File: src/rtl/instruction_fetch_if.sv
// Instruction fetch bus: the memory read port toward instruction memory, the
// decode-side valid/ready instruction stream and the branch redirect inputs.
interface instruction_fetch_if #(
    parameter int unsigned WIDTH = 22
);
    logic             en_i;
    logic [WIDTH-1:0] imem_a_o;
    logic [WIDTH-1:0] imem_rd_i;
    logic [WIDTH-1:0] instr_o;
    logic [WIDTH-1:0] instr_pc_o;
    logic             instr_valid_o;
    logic             instr_ready_i;
    logic             redirect_i;
    logic [WIDTH-1:0] redirect_pc_i;
    logic             redirect_misalign_o;

    // Fetch unit side
    modport master (
        input  en_i, imem_rd_i, instr_ready_i, redirect_i, redirect_pc_i,
        output imem_a_o, instr_o, instr_pc_o, instr_valid_o, redirect_misalign_o
    );

    // Memory / decode / execute side
    modport slave (
        output en_i, imem_rd_i, instr_ready_i, redirect_i, redirect_pc_i,
        input  imem_a_o, instr_o, instr_pc_o, instr_valid_o, redirect_misalign_o
    );
endinterface

File: src/rtl/instruction_fetch.sv
// Instruction fetch: owns the PC, reads one word per cycle from instruction
// memory into a small FIFO and hands words to decode over valid/ready.
// A branch redirect flushes the FIFO and reloads the PC (word aligned).
module instruction_fetch #(
    parameter int unsigned      WIDTH      = 22,
    parameter logic [WIDTH-1:0] RESET_PC   = '0,
    parameter int unsigned      FIFO_DEPTH = 2
) (
    input logic                 clk,
    input logic                 reset,
    instruction_fetch_if.master bus
);
    localparam int unsigned PTR_W = $clog2(FIFO_DEPTH);
    localparam int unsigned CNT_W = PTR_W + 1;

    typedef enum logic [0:0] {
        IDLE  = 1'b0,
        FETCH = 1'b1
    } state_t;

    state_t           state_r;
    logic [WIDTH-1:0] pc_r;
    logic [WIDTH-1:0] fifo_instr_r [FIFO_DEPTH];
    logic [WIDTH-1:0] fifo_pc_r    [FIFO_DEPTH];
    logic [PTR_W-1:0] head_r;
    logic [PTR_W-1:0] tail_r;
    logic [CNT_W-1:0] count_r;
    logic             misalign_r;

    logic             valid_s;
    logic             pop_s;
    logic             push_s;

    // Next sequential fetch address; wraps naturally at 2^WIDTH.
    function automatic logic [WIDTH-1:0] next_pc(input logic [WIDTH-1:0] pc);
        return pc + WIDTH'(4);
    endfunction

    // Force a branch target onto a word boundary.
    function automatic logic [WIDTH-1:0] word_align(input logic [WIDTH-1:0] a);
        return {a[WIDTH-1:2], 2'b00};
    endfunction

    assign valid_s                 = (count_r != '0);
    assign bus.imem_a_o            = pc_r;
    assign bus.instr_valid_o       = valid_s;
    assign bus.instr_o             = valid_s ? fifo_instr_r[head_r] : '0;
    assign bus.instr_pc_o          = valid_s ? fifo_pc_r[head_r] : '0;
    assign bus.redirect_misalign_o = misalign_r;

    // Handshake decode: a redirect suppresses both push and pop; a full FIFO
    // still accepts a word when the head leaves in the same cycle.
    always_comb begin
        pop_s  = 1'b0;
        push_s = 1'b0;
        if (bus.redirect_i) begin
            pop_s  = 1'b0;
            push_s = 1'b0;
        end else begin
            pop_s  = valid_s & bus.instr_ready_i;
            push_s = (state_r == FETCH) & bus.en_i &
                     ((count_r < CNT_W'(FIFO_DEPTH)) | pop_s);
        end
    end

    // FIFO storage: capture {memory word, its address} at the tail on push.
    always_ff @(posedge clk or posedge reset) begin
        if (reset) begin
            for (int i = 0; i < int'(FIFO_DEPTH); i++) begin
                fifo_instr_r[i] <= '0;
                fifo_pc_r[i]    <= '0;
            end
        end else if (push_s) begin
            fifo_instr_r[tail_r] <= bus.imem_rd_i;
            fifo_pc_r[tail_r]    <= pc_r;
        end
    end

    // Control state: FSM, PC, FIFO pointers/count and misalign pulse.
    always_ff @(posedge clk or posedge reset) begin
        if (reset) begin
            state_r    <= IDLE;
            pc_r       <= RESET_PC;
            head_r     <= '0;
            tail_r     <= '0;
            count_r    <= '0;
            misalign_r <= 1'b0;
        end else begin
            case (state_r)
                IDLE:    state_r <= bus.en_i ? FETCH : IDLE;
                FETCH:   state_r <= bus.en_i ? FETCH : IDLE;
                default: state_r <= IDLE;
            endcase

            misalign_r <= bus.redirect_i ? (|bus.redirect_pc_i[1:0]) : 1'b0;

            if (bus.redirect_i) begin
                pc_r    <= word_align(bus.redirect_pc_i);
                head_r  <= '0;
                tail_r  <= '0;
                count_r <= '0;
            end else begin
                if (push_s) begin
                    pc_r   <= next_pc(pc_r);
                    tail_r <= tail_r + PTR_W'(1);
                end
                if (pop_s) begin
                    head_r <= head_r + PTR_W'(1);
                end
                case ({push_s, pop_s})
                    2'b10:   count_r <= count_r + CNT_W'(1);
                    2'b01:   count_r <= count_r - CNT_W'(1);
                    default: count_r <= count_r;
                endcase
            end
        end
    end
endmodule

File: src/flat_wrapper.sv
// flat-port wrapper written by rule: the top's interface ports become plain ports
module instruction_fetch_flat 
#(
    parameter int unsigned      WIDTH      = 22,
    parameter logic [WIDTH-1:0] RESET_PC   = '0,
    parameter int unsigned      FIFO_DEPTH = 2
)
  (clk, reset, bus_en_i, bus_imem_rd_i, bus_instr_ready_i, bus_redirect_i, bus_redirect_pc_i, bus_imem_a_o, bus_instr_o, bus_instr_pc_o, bus_instr_valid_o, bus_redirect_misalign_o);
  instruction_fetch_if #(.WIDTH(WIDTH)) bus_i ();
  input logic clk;
  input logic reset;
  input wire logic [$bits(bus_i.en_i)-1:0] bus_en_i;
  input wire logic [$bits(bus_i.imem_rd_i)-1:0] bus_imem_rd_i;
  input wire logic [$bits(bus_i.instr_ready_i)-1:0] bus_instr_ready_i;
  input wire logic [$bits(bus_i.redirect_i)-1:0] bus_redirect_i;
  input wire logic [$bits(bus_i.redirect_pc_i)-1:0] bus_redirect_pc_i;
  output wire logic [$bits(bus_i.imem_a_o)-1:0] bus_imem_a_o;
  output wire logic [$bits(bus_i.instr_o)-1:0] bus_instr_o;
  output wire logic [$bits(bus_i.instr_pc_o)-1:0] bus_instr_pc_o;
  output wire logic [$bits(bus_i.instr_valid_o)-1:0] bus_instr_valid_o;
  output wire logic [$bits(bus_i.redirect_misalign_o)-1:0] bus_redirect_misalign_o;
  assign bus_i.en_i = bus_en_i;
  assign bus_i.imem_rd_i = bus_imem_rd_i;
  assign bus_i.instr_ready_i = bus_instr_ready_i;
  assign bus_i.redirect_i = bus_redirect_i;
  assign bus_i.redirect_pc_i = bus_redirect_pc_i;
  assign bus_imem_a_o = bus_i.imem_a_o;
  assign bus_instr_o = bus_i.instr_o;
  assign bus_instr_pc_o = bus_i.instr_pc_o;
  assign bus_instr_valid_o = bus_i.instr_valid_o;
  assign bus_redirect_misalign_o = bus_i.redirect_misalign_o;
  instruction_fetch #(.WIDTH(WIDTH), .RESET_PC(RESET_PC), .FIFO_DEPTH(FIFO_DEPTH)) u_core (.clk(clk), .reset(reset), .bus(bus_i));
endmodule
File: config.mk
export PLATFORM = sky130hd
export DESIGN_NAME = instruction_fetch_flat
export DESIGN_NICKNAME = d
export VERILOG_FILES = /design/src/rtl/instruction_fetch_if.sv /design/src/rtl/instruction_fetch.sv /design/src/flat_wrapper.sv
export SDC_FILE = /design/constraint.sdc
export NUM_CORES = 1
export LEC_CHECK = 0
export CAP_MARGIN = 20
export CORE_MARGIN = 2
export CORE_UTILIZATION = 50
export DETAILED_ROUTE_END_ITERATION = 16
export HOLD_SLACK_MARGIN = 0.02
export PLACE_DENSITY_LB_ADDON = 0.3
export REMOVE_ABC_BUFFERS = 1
export SETUP_SLACK_MARGIN = 0.1
export SYNTH_ARGS = -nofsm -noshare
export SYNTH_HDL_FRONTEND = slang
export SYNTH_SLANG_ARGS = --single-unit
File: constraint.sdc
create_clock -name clk -period 8.82 [get_ports clk]
set_input_delay 2.205 -clock clk [delete_from_list [all_inputs] [get_ports clk]]
set_output_delay 2.205 -clock clk [all_outputs]
set_load 0.02 [all_outputs]
==> flow_summary.yaml <==
run_status:
  status: "completed"
grt:
  grt_pass1_wl_um: 19100
  grt_usage: 0.212
  antenna_found_initial: 0
  grt_max_degree: 77
  grt_overflow: 0
  grt_pass1_vias: 3862
clocking:
  cts_made_buffers: 9
  cts_sinks: 110
  clock_path_buffers: 2
  ctsHtreeMaxLevel: 3
  clk_latency_ns: 0.36
  cts_setup_buffers: 0
  cts_resized: 0
  postCtsHoldBufs: 0
  cts_tree: "done"
  cts-root-buf: "clkbuf_8"
  clk_pin_slew_worst_paths_ns: 0.10
power_and_ir_drop:
  ir_worst_vdd_mv: 0.0849
  p_sw_mw: 0.377
  pwr-share-clk: 0.222
  power.total_mw: 1.31
  p_leak_nw: 2.65
  p_seq_frac: 0.534
  powerDensity_nw_per_um2: 196
  comb_power_share: 0.244
  p_sw_frac: 0.288
  p_int_mw: 0.931
placed_design:
  io_buffers: 112
  place_congestion: 0.809
  hpwl_um: 7630
  dpl.cell_count: 674
min_path:
  hold_path_depth: 1
  hp-class: "reg2reg"
cells_and_area:
  instances_no_fill: 689
  antenna_cells: 0
  fin_util: 0.649
  areaGrowthSynthToFinish_pct: 26.9
  fin_nets: 600
  regArea_sq_um: 2750
  layout-drive-gt1-share: 0.193
  fillers: 837
  multi_input_area_sq_um: 2350
drt:
  drt.antenna.violating_nets: 0
  drt_iter0_drc: 171
  drt-pass1-iter-count: 4
  drc: 0
  wl_um: 11700
  via_per_inst: 5.48
  vias: 3777
  wl_per_cell_um: 17.0
synthesis:
  synth_top_family_by_area: "multiplexers"
  synth_cells: 450
  synthArstFlopShare: 1.00
  synth_edf_count: 0
  syn-mean-instance-area_sq_um: 11.7
  syn_area_sq_um: 5260
  synthAdderAreaFrac: 0.00238
  synth_ff_type: "dfrtp_1"
  yosys_warnings: 0
  seq_area_frac_synth: 0.523
  synth_cell_types: 44
  synth_xor_area_frac: 0.0167
  ys_seq_elements: 110
  synth.area.mux_share: 0.269
  synth_compound_area_frac: 0.0392
  synth-simple-area-share: 0.113
floorplan:
  fp.dieW_um: 107
  core-area_sq_um: 10300
  die-area_sq_um: 11400
  pin_count: 117
  rows: 37
  initial_core_util: 0.512
  die_h_um: 107
timing:
  hold_viol: 0
  max-slew-margin-rel: 0.361
  drv_slew: 0
  tightest_slew_ns: 0.959
  fin_crit_ns: 4.73
  tns_ns: 0
  rsz0062_at_grt: "no"
  setup_viol: 0
  clock_skew_ns: 0.0118
  hold_slack_ns: 0.493
  fmax_mhz: 211
  fin_crit_sh: 0.536
critical_path:
  ff2ff_path_depth: 5
  slowest_delay_ns: 0.66
  required_ns: 6.62
  crit_type: "reg2out"
  crit_path_top_delay_cell: "dfrtp_2"
  path_max_fanout: 31
  startpoint_type: "flip-flop"
  cp-end-kind: "primary output"
  arrival_ns: 2.53
  cp_cell_sequence: "buf_4 > mux2i_1 > nor2_1 > clkdlybuf4s50_1"
run:
  max_cap_viol_count: 0
[area by class of cell]
| type | count | area share |
|---|---|---|
| Clock buffer | 10 | 0.0191 |
| Clock inverter | 4 | 0.00750 |
| Inverter | 8 | 0.00487 |
| Multi-Input combinational cell | 303 | 0.353 |
| Sequential cell | 110 | 0.413 |
| Tap cell | 136 | 0.0255 |
| Timing Repair Buffer | 118 | 0.178 |
[path summary, 6_finish.rpt]
path	startpoint	endpoint	slack [ns]
max	u_core.head_r$_DFFE_PP0P_	bus_instr_o[3]	4.09
min reg2reg	u_core.fifo_instr_r[20]$_DFFE_PP0P_	u_core.fifo_instr_r[20]$_DFFE_PP0P_	0.49
max reg2reg	u_core.count_r[1]$_DFFE_PP0P_	u_core.fifo_instr_r[3]$_DFFE_PP0P_	6.30
max in group asynchronous	reset	u_core.head_r$_DFFE_PP0P_	5.27
min in group asynchronous	reset	u_core.fifo_instr_r[43]$_DFFE_PP0P_	2.18
min	u_core.fifo_instr_r[20]$_DFFE_PP0P_	u_core.fifo_instr_r[20]$_DFFE_PP0P_	0.49
[registers in the layout (all words and copies together), names as in the netlist]
register                        flops
u_core.fifo_instr_r                44
u_core.fifo_pc_r                   40
u_core.bus.imem_a_o                20
u_core.count_r                      2
u_core.bus.redirect_misalign_o      1
u_core.head_r                       1
u_core.state_r                      1
u_core.tail_r                       1
[cells in the mapped netlist, types with 2 or more instances]
master,count,area [sq um]
o21ai_0,14,70.1
xor2_1,5,43.8
nand3_1,11,55.1
mux2_1,8,90.1
nor2b_1,3,18.8
nor3_1,3,15.0
clkbuf_1,12,45.0
dfrtp_1,110,2750
a31o_2,2,17.5
nand2_1,18,67.6
mux2i_1,47,470
xnor2_1,5,43.8
nor2_1,58,218
nand4_1,9,56.3
or4_1,2,15.0
or3_1,5,31.3
buf_4,4,30.0
buf_2,10,50.1
buf_1,5,18.8
or2_2,2,12.5
nor4_1,5,31.3
mux2_2,76,856
a31oi_1,8,50.1
a21oi_1,2,10.0
inv_1,7,26.3
[layer usage]
layer / vias to the layer above / global-route usage / share of wire
li1: 1768 / - / -
met1: 1861 / 0.298 / 0.47
met2: 126 / 0.336 / 0.47
met3: 22 / 0.0337 / 0.048
met4: 0 / 0.0733 / 0.020
met5: - / 0 / 0
[layout by cell type (no fill, tap or decap), drive strengths merged, types with 2 or more instances in the layout]
master           n
clkdlybuf4s50  112
dfrtp          110
mux2            84
nor2            58
mux2i           47
nand2           18
o21ai           14
nand3           12
clkbuf          10
nand4            9
a31oi            8
inv              7
nor4             6
buf              6
or3              5
xor2             5
xnor2            5
conb             4
nor3             4
nor2b            3
or4              2
a21oi            2
or2              2
a31o             2
clkinvlp         2
clkinv           2
[power groups by stage]
stage	combinational (mW)	sequential [mW]	clock, mW
floorplan	0.198	0.698	0
global placement	0.310	0.700	0
detailed placement	0.320	0.709	0
CTS	0.322	0.698	0.297
global route	0.351	0.715	0.314
finish	0.320	0.699	0.290
[kinds of logic (layout without fill, tap and decap cells)]
family / Yosys count / in the layout
AOI/OAI and AO/OA: 33 / 33
xor gates and xnor gates: 10 / 10
adders and majority gates: 1 / 1
buffers and inverters: 40 / 140
DFF: 110 / 110
muxes: 131 / 131
other: 1 / 4
and+or+nand+nor: 124 / 124
[critical path: cells and delay by family (launching register included)]
kind          cells  cell delay, ns
simple gates      1            0.14
buf+inv           2            1.19
flops             1            0.66
mux               1            0.16
[metrics by stage]
step	setup slack, ns	cell area (sq um)
CTS	4.08	6650
detailed placement	3.91	6470
global route	3.96	6670
global placement	4.01	6470
floorplan	3.71	5120
finish	4.09	6670
No activity file was read; power rests on OpenSTA's default activity.
